`config.mk`:
```
export PLATFORM = sky130hd
export DESIGN_NAME = write_monitor
export DESIGN_NICKNAME = d
export VERILOG_FILES = /design/src/rtl/mon_pkg.sv /design/src/rtl/write_monitor_exp_table.sv /design/src/rtl/write_monitor.sv
export SDC_FILE = /design/constraint.sdc
export NUM_CORES = 1
export LEC_CHECK = 0
export ABC_AREA = 1
export BUFFER_PORTS_ARGS = -buffer_cell sky130_fd_sc_hd__buf_4
export CAP_MARGIN = 20
export CORE_UTILIZATION = 45
export CTS_CLUSTER_SIZE = 16
export DETAILED_ROUTE_END_ITERATION = 10
export PLACE_DENSITY = 0.7
export SYNTH_ARGS = -nofsm -noshare
export SYNTH_HDL_FRONTEND = slang
export SYNTH_SLANG_ARGS = --single-unit
```
`constraint.sdc`:
```
create_clock -name clk -period 12.62 [get_ports clk]
set_input_delay 0.631 -clock clk [delete_from_list [all_inputs] [get_ports clk]]
set_output_delay 0.631 -clock clk [all_outputs]
set_load 0.005 [all_outputs]
```
`src/rtl/mon_pkg.sv`:
```
// Shared state and failure-code encodings for write_monitor and its bench.
package mon_pkg;

  typedef enum logic [1:0] {
    ST_IDLE = 2'd0,
    ST_RUN  = 2'd1,
    ST_PASS = 2'd2,
    ST_FAIL = 2'd3
  } mon_state_e;

  localparam logic [1:0] FC_NONE    = 2'd0;
  localparam logic [1:0] FC_DATA    = 2'd1;
  localparam logic [1:0] FC_ADR     = 2'd2;
  localparam logic [1:0] FC_TIMEOUT = 2'd3;

endpackage

```
`src/rtl/write_monitor_exp_table.sv`:
```
// Expected-write table: entry storage, matched mask and the combinational
// search that classifies an observed write as full match, address hit or miss.
module exp_table #(
  parameter int N_EXP   = 4,
  parameter int ADDR_W  = 32,
  parameter int DATA_W  = 32,
  parameter bit ORDERED = 1'b1,
  parameter int IDX_W   = 2,
  parameter int CNT_W   = 3
) (
  input  logic              clk,
  input  logic              reset,
  input  logic              wr_en,
  input  logic [IDX_W-1:0]  wr_idx,
  input  logic [ADDR_W-1:0] wr_adr,
  input  logic [DATA_W-1:0] wr_data,
  input  logic              mask_clr,
  input  logic              mask_set,
  input  logic [IDX_W-1:0]  mask_idx,
  input  logic [CNT_W-1:0]  sel,
  input  logic [ADDR_W-1:0] obs_adr,
  input  logic [DATA_W-1:0] obs_data,
  output logic              hit,
  output logic              full_match,
  output logic [IDX_W-1:0]  hit_idx
);

  logic [ADDR_W-1:0] adr_q  [N_EXP];
  logic [ADDR_W-1:0] adr_d  [N_EXP];
  logic [DATA_W-1:0] data_q [N_EXP];
  logic [DATA_W-1:0] data_d [N_EXP];
  logic [N_EXP-1:0]  mask_q;
  logic [N_EXP-1:0]  mask_d;

  always_comb begin
    adr_d  = adr_q;
    data_d = data_q;
    mask_d = mask_q;
    if (wr_en) begin
      for (int i = 0; i < N_EXP; i++) begin
        if (IDX_W'(i) == wr_idx) begin
          adr_d[i]  = wr_adr;
          data_d[i] = wr_data;
        end
      end
    end
    if (mask_clr) begin
      mask_d = '0;
    end else if (mask_set) begin
      for (int i = 0; i < N_EXP; i++) begin
        if (IDX_W'(i) == mask_idx) mask_d[i] = 1'b1;
      end
    end
  end

  // Unordered search walks downward so the lowest fully matching index wins;
  // an address-only hit anywhere among unmatched entries still flags hit.
  always_comb begin
    hit        = 1'b0;
    full_match = 1'b0;
    hit_idx    = '0;
    if (ORDERED) begin
      for (int i = 0; i < N_EXP; i++) begin
        if (CNT_W'(i) == sel) begin
          hit        = (adr_q[i] == obs_adr);
          full_match = (adr_q[i] == obs_adr) && (data_q[i] == obs_data);
          hit_idx    = IDX_W'(i);
        end
      end
    end else begin
      for (int i = N_EXP - 1; i >= 0; i--) begin
        if (!mask_q[i] && (adr_q[i] == obs_adr)) begin
          hit = 1'b1;
          if (data_q[i] == obs_data) begin
            full_match = 1'b1;
            hit_idx    = IDX_W'(i);
          end
        end
      end
    end
  end

  always_ff @(posedge clk or posedge reset) begin
    if (reset) begin
      for (int i = 0; i < N_EXP; i++) begin
        adr_q[i]  <= '0;
        data_q[i] <= '0;
      end
      mask_q <= '0;
    end else begin
      adr_q  <= adr_d;
      data_q <= data_d;
      mask_q <= mask_d;
    end
  end

endmodule

```
`src/rtl/write_monitor.sv`:
```
// Data-memory write monitor: checks observed writes against a loaded table
// and reports pass, failure cause with the offending write, or timeout.
module write_monitor
  import mon_pkg::*;
#(
  parameter int              N_EXP   = 4,
  parameter int              ADDR_W  = 32,
  parameter int              DATA_W  = 32,
  parameter int              TIMEOUT = 1000,
  parameter bit              ORDERED = 1'b1,
  parameter bit              IGN_EN  = 1'b1,
  parameter logic [ADDR_W-1:0] IGN_ADR = 96,
  localparam int             IDX_W   = (N_EXP > 1) ? $clog2(N_EXP) : 1,
  localparam int             CNT_W   = $clog2(N_EXP + 1),
  localparam int             CYC_W   = $clog2(TIMEOUT + 1)
) (
  input  logic              clk,
  input  logic              reset,
  input  logic              exp_we,
  input  logic [IDX_W-1:0]  exp_idx,
  input  logic [ADDR_W-1:0] exp_adr,
  input  logic [DATA_W-1:0] exp_data,
  input  logic              start,
  input  logic              clear,
  input  logic              MemWrite,
  input  logic [ADDR_W-1:0] Adr,
  input  logic [DATA_W-1:0] WriteData,
  output logic              done,
  output logic              pass,
  output logic [1:0]        fail_code,
  output logic [ADDR_W-1:0] fail_adr,
  output logic [DATA_W-1:0] fail_data,
  output logic [CNT_W-1:0]  match_cnt,
  output logic [CYC_W-1:0]  cycle_cnt,
  output logic [1:0]        mon_state
);

  mon_state_e        state_q, state_d;
  logic              done_q, done_d;
  logic              pass_q, pass_d;
  logic [1:0]        fc_q, fc_d;
  logic [ADDR_W-1:0] fa_q, fa_d;
  logic [DATA_W-1:0] fd_q, fd_d;
  logic [CNT_W-1:0]  mc_q, mc_d;
  logic [CYC_W-1:0]  cc_q, cc_d;

  logic              tbl_wr, mask_clr, mask_set;
  logic              hit, full_match;
  logic [IDX_W-1:0]  hit_idx;
  logic [CYC_W-1:0]  cc_inc;
  logic              eval_wr;

  exp_table #(
    .N_EXP   (N_EXP),
    .ADDR_W  (ADDR_W),
    .DATA_W  (DATA_W),
    .ORDERED (ORDERED),
    .IDX_W   (IDX_W),
    .CNT_W   (CNT_W)
  ) u_table (
    .clk        (clk),
    .reset      (reset),
    .wr_en      (tbl_wr),
    .wr_idx     (exp_idx),
    .wr_adr     (exp_adr),
    .wr_data    (exp_data),
    .mask_clr   (mask_clr),
    .mask_set   (mask_set),
    .mask_idx   (hit_idx),
    .sel        (mc_q),
    .obs_adr    (Adr),
    .obs_data   (WriteData),
    .hit        (hit),
    .full_match (full_match),
    .hit_idx    (hit_idx)
  );

  always_comb begin
    tbl_wr   = exp_we && (state_q == ST_IDLE);
    mask_clr = start && (state_q == ST_IDLE);
    eval_wr  = MemWrite && !(IGN_EN && (Adr == IGN_ADR));
    cc_inc   = (cc_q == {CYC_W{1'b1}}) ? cc_q : cc_q + CYC_W'(1);
  end

  always_comb begin
    state_d  = state_q;
    done_d   = done_q;
    pass_d   = pass_q;
    fc_d     = fc_q;
    fa_d     = fa_q;
    fd_d     = fd_q;
    mc_d     = mc_q;
    cc_d     = cc_q;
    mask_set = 1'b0;
    case (state_q)
      ST_IDLE: begin
        if (start) begin
          state_d = ST_RUN;
          mc_d    = '0;
          cc_d    = '0;
          fc_d    = FC_NONE;
          fa_d    = '0;
          fd_d    = '0;
        end
      end
      ST_RUN: begin
        cc_d = cc_inc;
        if (eval_wr) begin
          if (full_match) begin
            mask_set = 1'b1;
            mc_d     = mc_q + CNT_W'(1);
            if (mc_q == CNT_W'(N_EXP - 1)) begin
              state_d = ST_PASS;
              done_d  = 1'b1;
              pass_d  = 1'b1;
            end
          end else begin
            state_d = ST_FAIL;
            done_d  = 1'b1;
            fc_d    = hit ? FC_DATA : FC_ADR;
            fa_d    = Adr;
            fd_d    = WriteData;
          end
        end
        // Timeout only fires when this edge's write neither completed nor failed.
        if (state_d == ST_RUN && cc_inc == CYC_W'(TIMEOUT)) begin
          state_d = ST_FAIL;
          done_d  = 1'b1;
          fc_d    = FC_TIMEOUT;
          fa_d    = '0;
          fd_d    = '0;
        end
      end
      ST_PASS, ST_FAIL: begin
        if (clear) begin
          state_d = ST_IDLE;
          done_d  = 1'b0;
          pass_d  = 1'b0;
          fc_d    = FC_NONE;
          fa_d    = '0;
          fd_d    = '0;
        end
      end
      default: state_d = ST_IDLE;
    endcase
  end

  always_ff @(posedge clk or posedge reset) begin
    if (reset) begin
      state_q <= ST_IDLE;
      done_q  <= 1'b0;
      pass_q  <= 1'b0;
      fc_q    <= FC_NONE;
      fa_q    <= '0;
      fd_q    <= '0;
      mc_q    <= '0;
      cc_q    <= '0;
    end else begin
      state_q <= state_d;
      done_q  <= done_d;
      pass_q  <= pass_d;
      fc_q    <= fc_d;
      fa_q    <= fa_d;
      fd_q    <= fd_d;
      mc_q    <= mc_d;
      cc_q    <= cc_d;
    end
  end

  assign done      = done_q;
  assign pass      = pass_q;
  assign fail_code = fc_q;
  assign fail_adr  = fa_q;
  assign fail_data = fd_q;
  assign match_cnt = mc_q;
  assign cycle_cnt = cc_q;
  assign mon_state = state_q;

endmodule

```
Word-level counts from Yosys, hierarchy flattened
Cells that the tools add are included.

Add/sub/neg operators: 2. Multipliers: 0. Div/mod/pow operators: 0. Magnitude comparators: 0. Equal/unequal tests: 30. Shift operators: 0. Muxes and demuxes: 48. Bitwise gates (word level): 0. Reductions and logical operators: 24.

Operators by type and width (number): == test 32 bit (8); 2-to-1 mux 32 bit (8); one-hot mux 32 bit (3 select lines) (2); == test 32 x 7 -> 1 bit, second input constant (1); 2-to-1 mux 2 bit (12); == test 10 bit, second input constant (2); 2-to-1 mux 10 bit (2); one-hot mux 10 bit (2 select lines) (1); 2-to-1 mux 1 bit (15); one-hot mux 2 bit (3 select lines) (2); AND reduction 2 bit (6); AND reduction 4 bit (3); adder 10 x 1 -> 10 bit, second input constant (1); != test 2 bit, second input constant (5); 2-to-1 mux 3 bit (3); logical AND 1 bit (7); == test 2 x 3 -> 1 bit, first input constant (2); != test 3 bit, second input constant (2); one-hot mux 3 bit (2 select lines) (1); AND reduction 5 bit (1); == test 2 x 1 -> 1 bit, second input constant (2); == test 2 bit, first input constant (2); == test 2 bit, second input constant (2); logical NOT 2 bit (2); other kinds (10) (12).

Bits in registers: 339. Latch bits: 0. RAM bits: 0. ROM bits: 0. Bits of input ports: 136. Output and inout port bits: 83. Word-level logic and storage cells: 120. Memories kept: 0.

Depth between registers and ports, before layout
Gate-level depths: netlist of run 1.

Word-level depth: 13. Gate-level depth with buffers: 22. Gate-level depth less buffers: 19.

Cells and area by module
Synthesis of run 1 repeated with hierarchy kept, for this count alone.

Cell total of the unflattened synthesis: 2250. Area total of the unflattened synthesis: 17305.3 um^2.

Modules (own cells, without submodules): exp_table (instances 1, cells each 1738, area each 13212.7 um^2, sequential area each 6406.1 um^2); write_monitor (instances 1, cells each 512, area each 4092.7 um^2, sequential area each 2077.0 um^2).

Worst setup path after synthesis of run 1
OpenSTA, ideal clock, no wires.

Path type: input to register. Start: input Adr[14]. End: register fa_q[15], in the netlist fail_adr[15]. Setup time: 118 ps. Arrival time: 2317 ps. Required time: 12502 ps. Path slack: 10185 ps. Stages: 19. Buffers on the path: 3. Cells stage by stage: buf_2 -> xnor2_1 -> nand2_1 -> nor2_1 -> nand2_1 -> nor2_1 -> nand2_1 -> a21oi_1 -> nand3_1 -> nand2_1 -> nand2_2 -> nand2_2 -> nand3_2 -> nand3_2 -> nand2_2 -> buf_6 -> buf_6 -> nand2_2 -> o21ai_2.

Longest elaborated chain between the ends: 13. Elaborated cells between the ends (all ways): 25. Classes of those cells: 8 x eq/ne; 9 x mux; 8 x reduce/logical.

RTL lines: start, declared (RTL line write_monitor.sv:26) `input logic [ADDR_W-1:0] Adr,`; == test 32 bit (RTL line write_monitor_exp_table.sv:66) `full_match = (adr_q[i] == obs_adr) && (data_q[i] == obs_data);`; logical AND 1 bit (RTL line write_monitor_exp_table.sv:66); 2-to-1 mux 1 bit (4 in series) (RTL line write_monitor_exp_table.sv:64) `if (CNT_W'(i) == sel) begin`; 2-to-1 mux 2 bit (RTL line write_monitor.sv:109) `if (full_match) begin`; 2-to-1 mux 2 bit (RTL line write_monitor.sv:108) `if (eval_wr) begin`; 2-to-1 mux 2 bit (RTL line write_monitor.sv:95) `case (state_q)`; == test 2 x 1 -> 1 bit (RTL line write_monitor.sv:126) `if (state_d == ST_RUN && cc_inc == CYC_W'(TIMEOUT)) begin`; logical AND 1 bit (RTL line write_monitor.sv:126); != test 3 bit (no source line) / 2-to-1 mux 32 bit (equally long branches); AND reduction 4 bit (no source line) / one-hot mux 32 bit (3 select lines) (equally long branches); end signal, assigned (RTL line write_monitor.sv:154) `fa_q <= '0;`; end signal, assigned (RTL line write_monitor.sv:163) `fa_q <= fa_d;`; end, declared (RTL line write_monitor.sv:42) `logic [ADDR_W-1:0] fa_q, fa_d;`.

Several ways; a longest one is shown, not always the timed one. The select of a mux whose other input is x is not followed. A chain may end at the register's enable or synchronous reset.

Final worst setup path of run 1
Start: register mc_q[1], in the netlist match_cnt[1]. End: register fd_q[5], in the netlist fail_data[5].

Longest elaborated chain between the ends: 12. Elaborated cells between the ends (all ways): 20. Classes of those cells: 7 x eq/ne; 10 x mux; 3 x reduce/logical.

RTL lines: start, declared (RTL line write_monitor.sv:44) `logic [CNT_W-1:0] mc_q, mc_d;`; start signal, assigned (RTL line write_monitor.sv:165) `mc_q <= mc_d;`; logical NOT 3 bit (RTL line write_monitor_exp_table.sv:64); 2-to-1 mux 1 bit (4 in series) (RTL line write_monitor_exp_table.sv:64); 2-to-1 mux 2 bit (RTL line write_monitor.sv:109); 2-to-1 mux 2 bit (RTL line write_monitor.sv:108); 2-to-1 mux 2 bit (RTL line write_monitor.sv:95); == test 2 x 1 -> 1 bit (RTL line write_monitor.sv:126); logical AND 1 bit (RTL line write_monitor.sv:126); != test 3 bit (no source line) / 2-to-1 mux 32 bit (equally long branches); AND reduction 4 bit (no source line) / one-hot mux 32 bit (3 select lines) (equally long branches); end signal, assigned (RTL line write_monitor.sv:155) `fd_q <= '0;`; end signal, assigned (RTL line write_monitor.sv:164) `fd_q <= fd_d;`; end, declared (RTL line write_monitor.sv:43) `logic [DATA_W-1:0] fd_q, fd_d;`.

Several ways; a longest one is shown, not always the timed one. The select of a mux whose other input is x is not followed.

==> impl_metrics.py, run 1 <==
metrics = {
    "cells_and_area": {
        "num-fill-cells": 3501,
        "utilization_pct": 54.0,
        "drive_gt1_share_pct": 16.1,
        "final_nets": 2468,
        "diode_count": 0,
        "stdcell_area_sq_um": 20300,
        "syn2layout_area_growth_pct": 18.4,
    },
    "global_routing": {
        "pin_count_of_the_biggest_net_entering_global_routing": 121,
        "grt_overflow_total": 0,
        "grt_pass1_wl_microns": 79400,
        "grt_antenna_before_repair": 1,
        "grt_pass1_vias": 14006,
        "globalRouteTotalUtil_pct": 26.3,
    },
    "sta": {
        "setup_total_negative_slack_ns": 0,
        "max_freq_mhz": 278,
        "clock_skew_ns": 0.0260,
        "final_max_slew_viols": 0,
        "timing_worst_slew_pin_value_ns": 0.958,
        "final_period_minus_worst_setup_slack_ns": 3.59,
        "hold_viol_final": 0,
        "setup_viol": 0,
        "slew-limit-headroom_pct": 36.1,
        "grt_setup_unrepaired": "false",
        "fin_crit_sh_pct": 28.5,
    },
    "placement": {
        "total_half_perimeter_wirelength_after_legalization_and_detailed_placement_microns": 36400,
        "dpl_cell_area_sq_um": 19000,
        "gp_congestion": 0.896,
        "numPortBuffers": 218,
    },
    "power": {
        "switching_share_pct": 36.7,
        "proportion_of_power_drawn_by_combinational_gates_pct": 33.4,
        "power.ir.vdd_worst_uv": 139,
        "power_leakage_nw": 10.1,
        "finalPower_w": 0.00465,
        "power_density_nw_per_um2": 229,
        "power.share.clock_pct": 24.7,
        "net-switching-power_w": 0.00171,
        "int_pwr_w": 0.00294,
        "pwr-share-seq_pct": 41.8,
    },
    "floorplan": {
        "initial_core_util_pct": 45.6,
        "die_width_microns": 197,
        "core_region_area_sq_um": 37600,
        "dieArea_sq_um": 38900,
        "io_pins": 219,
        "die_h_microns": 197,
        "core.rowCount": 71,
    },
    "hold_path": {
        "worst_min_delay_path_category": "primary input to async pin",
    },
    "cts": {
        "numClockSinks": 339,
        "clk_latency_ns": 0.55,
        "cts.repair_timing.setup_buffer_count": 0,
        "tritoncts_clock_tree": "done",
        "postCtsHoldBufs": 0,
        "post_cts_resize_count": 0,
        "cts_htree_levels": 2,
        "clk_root_buffer_cell": "sky130_fd_sc_hd__clkbuf_16",
        "cts.clk_slew.worst_paths_ns": 0.06,
        "numCtsBuffers": 38,
        "ctsLongestPathBuffers": 3,
    },
    "synth": {
        "synthMostInstantiatedCell": "sky130_fd_sc_hd__nand2_1",
        "yosys.area.top_type": "sky130_fd_sc_hd__dfrtp_1",
        "synth-async-reset-ratio_pct": 100,
        "syn_inst": 2177,
        "synth_area_leaders": "sky130_fd_sc_hd__dfrtp_1, sky130_fd_sc_hd__nand2_1, sky130_fd_sc_hd__o21ai_0, sky130_fd_sc_hd__xnor2_1, sky130_fd_sc_hd__inv_1",
        "synth.cell_area_sq_um": 17100,
        "netlist.area_leader.share_pct": 49.5,
        "syn-num-nets": 2319,
        "synth.yosys.seq_area_share_pct": 49.5,
        "synthFlopType": "sky130_fd_sc_hd__dfrtp_1",
        "synth_seq_cells": 339,
        "synth.cells.most_frequent": "sky130_fd_sc_hd__nand2_1, sky130_fd_sc_hd__dfrtp_1, sky130_fd_sc_hd__o21ai_0",
        "synth_edf_count": 0,
        "post_synth.cell_area_avg_sq_um": 7.88,
        "yosysWarningCount": 0,
        "netlist-cell-type-count": 35,
    },
    "route": {
        "drt_first_iter_violations": 1236,
        "post_route_ant_nets": 0,
        "finalWirelength_microns": 50600,
        "viasPerCell": 5.17,
        "detailroute.via_count": 14828,
        "first_pass_iters": 11,
        "wl_per_cell_microns": 17.6,
        "drc_errors": 2,
    },
    "setup_path": {
        "startpoint_type_of_the_worst_setup_path": "flop",
        "cell_with_the_largest_stage_delay_on_the_worst_path": "sky130_fd_sc_hd__buf_4",
        "cpMostUsedCell": "sky130_fd_sc_hd__nand2_1",
        "cell_family_contributing_the_most_delay_on_the_critical_path": "simple AND/OR/NAND/NOR gates",
        "crit_chain": "inv_1 > ha_1 > nand2_1 > a21oi_1 > nand2_1 > nor2_1 > nand2_1 > nor2_1 > nand2_1 > nand2_1 > nand3_1 > nand2_1 > nand2_2 > nand2_2 > nand3_2 > nand2_4 > buf_4 > nand2_1 > o21ai_1",
        "arrival_ns": 4.07,
        "path_buf_inv": 2,
        "path_max_fanout": 74,
        "max_stage_delay_ns": 0.66,
        "end_kind": "flop",
        "crit_type": "flop to flop",
        "cp_data_required_time_ns": 13.09,
    },
    "outcome": {
        "failed_checks": "design-rule violations",
        "status": "finished with violations",
    },
    "run": {
        "timing.max_cap.violations": 0,
    },
}
-- path summary, 6_finish.rpt --
path | startpoint | end | slack [ns] | cells after the start
worst min register to register | u_table.data_q[108] | u_table.data_q[108] | 0.49 | 2
worst min-delay path | reset | fail_adr[15] | 0.25 | 2
min in group clk | clear | mon_state[1] | 0.39 | 4
worst max register to register | match_cnt[1] | fail_data[5] | 9.03 | 19
worst max-delay path | match_cnt[1] | fail_data[5] | 9.03 | 19
max in group asynchronous | reset | u_table.adr_q[29] | 10.80 | 3
-- flip-flops by register name (all words and copies together) (netlist names), 2 cells and up --
signal and count:
fail_data 32, fail_adr 32, match_cnt 3, u_table.adr_q 128
u_table.data_q 128, cycle_cnt 10, mon_state 2, fail_code 2
-- power by group through the flow --
stage	clock [W]	combinational [W]	sequential (W)
finish	0.00115	0.00155	0.00195
CTS	0.00117	0.00156	0.00193
floorplan	0	0.00106	0.00187
detailed placement	0	0.00155	0.00195
global placement	0	0.00151	0.00193
global route	0.00121	0.00177	0.00200
-- layer usage --
| metal | share of wire, % | routed length [microns] | global-route usage [%] | up-vias |
|---|---|---|---|---|
| li1 | - | - | - | 7176 |
| met1 | 48 | 24100 | 40.2 | 7054 |
| met2 | 42 | 21100 | 37.7 | 519 |
| met3 | 8.0 | 4040 | 4.99 | 77 |
| met4 | 2.5 | 1270 | 7.69 | 2 |
| met5 | 0.022 | 11 | 0 | - |
-- layout make-up --
type                       instances  area (sq um)  share of cell area (%)
clock buffer                      53          1090                    5.36
multi-input combinational       1495          7310                    36.0
sequential                       339          8480                    41.8
inverter                         223           846                    4.17
tap                              511           639                    3.15
timing repair buffer             229          1720                    8.47
clock inverter                    16           209                    1.03
-- cell usage in the layout, fill, tap and decap left out, types with 10 or more instances in the layout --
cell type                   netlist  routed
sky130_fd_sc_hd__nand2_1        651     649
sky130_fd_sc_hd__xnor2_1         94      94
sky130_fd_sc_hd__dfrtp_1        339     339
sky130_fd_sc_hd__nor2_1         127     126
sky130_fd_sc_hd__clkbuf_16        0      38
sky130_fd_sc_hd__nand3_1        100      98
sky130_fd_sc_hd__o21ai_2         16      16
sky130_fd_sc_hd__inv_1          193     192
sky130_fd_sc_hd__xor2_1          38      38
sky130_fd_sc_hd__or2_2           23      23
sky130_fd_sc_hd__buf_4            1     229
sky130_fd_sc_hd__nand4_1         30      30
sky130_fd_sc_hd__o21ai_0        289     289
sky130_fd_sc_hd__o22ai_1         10      10
sky130_fd_sc_hd__o21ai_1         61      61
sky130_fd_sc_hd__inv_2           29      29
sky130_fd_sc_hd__nor3_1          16      16
-- cells by family after synthesis --
kind of cell	share of synthesized area (%)
AO/OA/AOI/OAI	11.8
XOR/XNOR	6.74
flip-flops	49.5
adder cells (fa/ha/maj)	0.438
buffers and inverters	8.19
AND/OR/NAND/NOR	23.3
-- per-stage QoR --
step	hold WS, ns	setup WS [ns]	instances
final	0.251	9.03	2866
after global routing	0.336	8.58	2866
after CTS	0.291	9.00	2866
after detailed placement	0.474	8.69	2797
after global placement	0.468	8.77	2797
after floorplan	0.453	2.59	2177
(Power assumes the default switching activity.)
==> run 2, diff against run 1 <==
--- a/config.mk
+++ b/config.mk
@@ -5,7 +5,7 @@
 export SDC_FILE = /design/constraint.sdc
 export NUM_CORES = 1
 export LEC_CHECK = 0
-export ABC_AREA = 1
+export ABC_AREA = 0
 export BUFFER_PORTS_ARGS = -buffer_cell sky130_fd_sc_hd__buf_4
 export CAP_MARGIN = 20
 export CORE_UTILIZATION = 45
==> constraint.sdc (replaced) <==
create_clock -name clk -period 3.36 [get_ports clk]
set_input_delay 0.168 -clock clk [delete_from_list [all_inputs] [get_ports clk]]
set_output_delay 0.168 -clock clk [all_outputs]
set_load 0.005 [all_outputs]
==> run 2 against run 1 <==
  * The flow now finishes without violations
  * Clock power grew to 3.4 times the previous value
  * Synthesized cell count down 41%
  * Sequential cell count did not move
  * First-iteration DRC count decreased by 52%
  * Utilization up 4.5 points
  * Sequential share of layout area down 0.90 points
  * Combinational power increased to 3.6 times the previous value
  * Cell count decreased by 28%
  * Final area grew 2.2%
  * Synthesized area down 5.5%
==> impl_metrics.py, run 2 <==
metrics = {
    "outcome": {
        "status": "completed",
    },
    "route": {
        "finalWirelength_microns": 44600,
        "detailroute.via_count": 11368,
        "first_pass_iters": 5,
        "post_route_ant_nets": 0,
        "drt_first_iter_violations": 596,
        "drc_errors": 0,
        "wl_per_cell_microns": 21.5,
        "viasPerCell": 5.48,
    },
    "synth": {
        "yosysWarningCount": 0,
        "syn-num-nets": 1425,
        "synth.cell_area_sq_um": 16200,
        "synth.cells.most_frequent": "sky130_fd_sc_hd__dfrtp_1, sky130_fd_sc_hd__mux2_2, sky130_fd_sc_hd__xor2_1",
        "synth_area_leaders": "sky130_fd_sc_hd__dfrtp_1, sky130_fd_sc_hd__mux2_2, sky130_fd_sc_hd__xor2_1, sky130_fd_sc_hd__xnor2_1, sky130_fd_sc_hd__a22o_1",
        "synth_edf_count": 0,
        "synth.yosys.seq_area_share_pct": 52.4,
        "synthFlopType": "sky130_fd_sc_hd__dfrtp_1",
        "post_synth.cell_area_avg_sq_um": 12.6,
        "netlist-cell-type-count": 50,
        "synth-async-reset-ratio_pct": 100,
        "netlist.area_leader.share_pct": 52.4,
        "synthMostInstantiatedCell": "sky130_fd_sc_hd__dfrtp_1",
        "syn_inst": 1283,
        "synth_seq_cells": 339,
        "yosys.area.top_type": "sky130_fd_sc_hd__dfrtp_1",
    },
    "floorplan": {
        "core.rowCount": 69,
        "io_pins": 219,
        "core_region_area_sq_um": 35500,
        "die_width_microns": 192,
        "dieArea_sq_um": 36800,
        "initial_core_util_pct": 45.7,
        "die_h_microns": 192,
    },
    "global_routing": {
        "grt_overflow_total": 0,
        "globalRouteTotalUtil_pct": 24.5,
        "grt_pass1_wl_microns": 68400,
        "grt_antenna_before_repair": 4,
        "grt_pass1_vias": 11793,
        "pin_count_of_the_biggest_net_entering_global_routing": 117,
    },
    "cts": {
        "numCtsBuffers": 37,
        "numClockSinks": 339,
        "cts_htree_levels": 2,
        "clk_latency_ns": 0.53,
        "clk_root_buffer_cell": "sky130_fd_sc_hd__clkbuf_16",
        "cts.clk_slew.worst_paths_ns": 0.06,
        "cts.repair_timing.setup_buffer_count": 0,
        "ctsLongestPathBuffers": 3,
        "tritoncts_clock_tree": "done",
    },
    "setup_path": {
        "crit-reg2reg-capture": "fail_data[7]",
        "cp_data_required_time_ns": 3.75,
        "path_max_fanout": 32,
        "crit_type": "flop to flop",
        "arrival_ns": 3.59,
        "startpoint_type_of_the_worst_setup_path": "flop",
        "reg2regPathDepth": 10,
        "startpoint": "cycle_cnt[0]",
        "startpoint_of_the_worst_slack_reg_to_reg_timing_path": "cycle_cnt[0]",
        "end_kind": "flop",
        "regToRegSetupSlack_ns": 0.15,
    },
    "placement": {
        "numPortBuffers": 218,
        "gp_congestion": 0.905,
        "dpl_cell_area_sq_um": 18300,
        "total_half_perimeter_wirelength_after_legalization_and_detailed_placement_microns": 31300,
    },
    "sta": {
        "final_period_minus_worst_setup_slack_ns": 3.21,
        "fin_crit_sh_pct": 95.4,
        "grt_setup_unrepaired": "false",
        "final_max_slew_viols": 0,
        "setup_viol": 0,
        "timing_worst_slew_pin_value_ns": 0.717,
        "max_freq_mhz": 312,
        "slew-limit-headroom_pct": 51.7,
        "clock_skew_ns": 0.0321,
        "hold_viol_final": 0,
    },
    "cells_and_area": {
        "utilization_pct": 58.5,
        "final_nets": 1732,
        "stdcell_area_sq_um": 20700,
        "drive_gt1_share_pct": 35.4,
        "mostFrequentLayoutCell": "sky130_fd_sc_hd__dfrtp_1",
        "biggestRegsByFlops": "u_table.adr_q (128), u_table.data_q (128)",
        "syn2layout_area_growth_pct": 28.0,
        "most_frequent_cells_in_the_layout": "sky130_fd_sc_hd__dfrtp_1, sky130_fd_sc_hd__mux2_2, sky130_fd_sc_hd__buf_4",
    },
    "power": {
        "power.ir.vdd_worst_uv": 526,
        "power_leakage_nw": 9.19,
        "power_density_nw_per_um2": 806,
    },
    "run": {
        "timing.max_cap.violations": 0,
    },
    "hold_path": {
        "holdCritStartpoint": "Adr[15]",
        "timing.hold.worst_path_depth": 2,
        "min_to": "fail_adr[15]",
        "worst_min_delay_path_category": "primary input to flop",
    },
}
run 2: changes by cell type in the layout (fill, tap and decap cells not counted), moves of 22 or more:
cell	previous run	this run
sky130_fd_sc_hd__nand2_1	649	25
sky130_fd_sc_hd__o21ai_0	289	18
sky130_fd_sc_hd__mux2_2	0	257
sky130_fd_sc_hd__inv_1	192	6
sky130_fd_sc_hd__dlygate4sd3_1	0	129
sky130_fd_sc_hd__nor2_1	126	13
sky130_fd_sc_hd__xor2_1	38	151
sky130_fd_sc_hd__nand3_1	98	15
sky130_fd_sc_hd__a22o_1	0	67
sky130_fd_sc_hd__o21ai_1	61	1
sky130_fd_sc_hd__nor4_1	0	48
sky130_fd_sc_hd__inv_2	29	0
sky130_fd_sc_hd__or2_2	23	1
run 2: metrics by stage:
stage / worst slack [ns] / power [W] / hold WS [ns] / setup TNS (ns) / instances
detailed placement: 0.152 / 0.0127 / 0.260 / 0 / 1883
global placement: 0.220 / 0.0125 / 0.268 / 0 / 1883
floorplan: -1.34 / 0.0108 / 0.319 / -454.45 / 1283
global route: 0.000234 / 0.0177 / 0.0334 / 0 / 2075
CTS: 0.123 / 0.0168 / 0.00908 / 0 / 2072
finish: 0.154 / 0.0167 / 0.0148 / 0 / 2076
run 2: worst max-delay path, stage by stage, from the launching register on:
cell and delay, ns:
sky130_fd_sc_hd__dfrtp_1 0.36, sky130_fd_sc_hd__ha_1 0.18, sky130_fd_sc_hd__nand3_1 0.11, sky130_fd_sc_hd__or3_1 0.37
sky130_fd_sc_hd__or3_1 0.34, sky130_fd_sc_hd__a2111oi_2 0.35, sky130_fd_sc_hd__or3b_1 0.43, sky130_fd_sc_hd__a31o_1 0.24
sky130_fd_sc_hd__nand2b_4 0.14, sky130_fd_sc_hd__buf_4 0.25, sky130_fd_sc_hd__a22o_1 0.29
run 2: worst max path at each step:
stage              endpoint  slack [ns]
6_report       fail_data[7]        0.15
5_1_grt        fail_data[7]      0.0002
4_1_cts        fail_data[7]        0.12
3_5_place_dp   fail_adr[14]        0.15
3_3_place_gp    fail_adr[2]        0.22
2_1_floorplan  cycle_cnt[0]       -1.34
run 2: report_power, final:
part | switching (W) | internal [W] | leakage [nW]
logic | 0.00249 | 0.00314 | 4.43
registers | 0.00126 | 0.00597 | 4.21
clock network | 0.00159 | 0.00227 | 0.555
run 2: final cells by class:
| class | instances | area (sq um) |
|---|---|---|
| Antenna cell | 4 | 10.0 |
| Clock buffer | 54 | 1070 |
| Clock inverter | 6 | 65.1 |
| Fill cell | 2783 | 14700 |
| Inverter | 7 | 30.0 |
| Multi-Input combinational cell | 826 | 7250 |
| Sequential cell | 339 | 8480 |
| Tap cell | 461 | 577 |
| Timing Repair Buffer | 379 | 3260 |
run 2: layer usage:
metal,wire length [microns],global-route usage (%),up-vias
met5,0,0,-
met4,1100,7.30,0
met3,2290,4.29,63
met2,21300,39.9,322
met1,19800,33.2,5831
li1,-,-,5152
run 2: cell families after synthesis:
kind of cell	Yosys count	synth area share, %
buf+inv	118	3.03
simple gates	179	6.38
flops	339	52.4
xor+xnor	257	13.9
fa+ha+maj	6	0.463
compound gates	126	5.96
mux	258	17.9
run 2: timing repair:
action / 4_1_cts / 5_1_grt
setup endpoints to repair: 0 / 66
gates resized for setup: 0 / 3
hold buffers: 129 / 0
endpoints found under the hold margin: 338 / 0
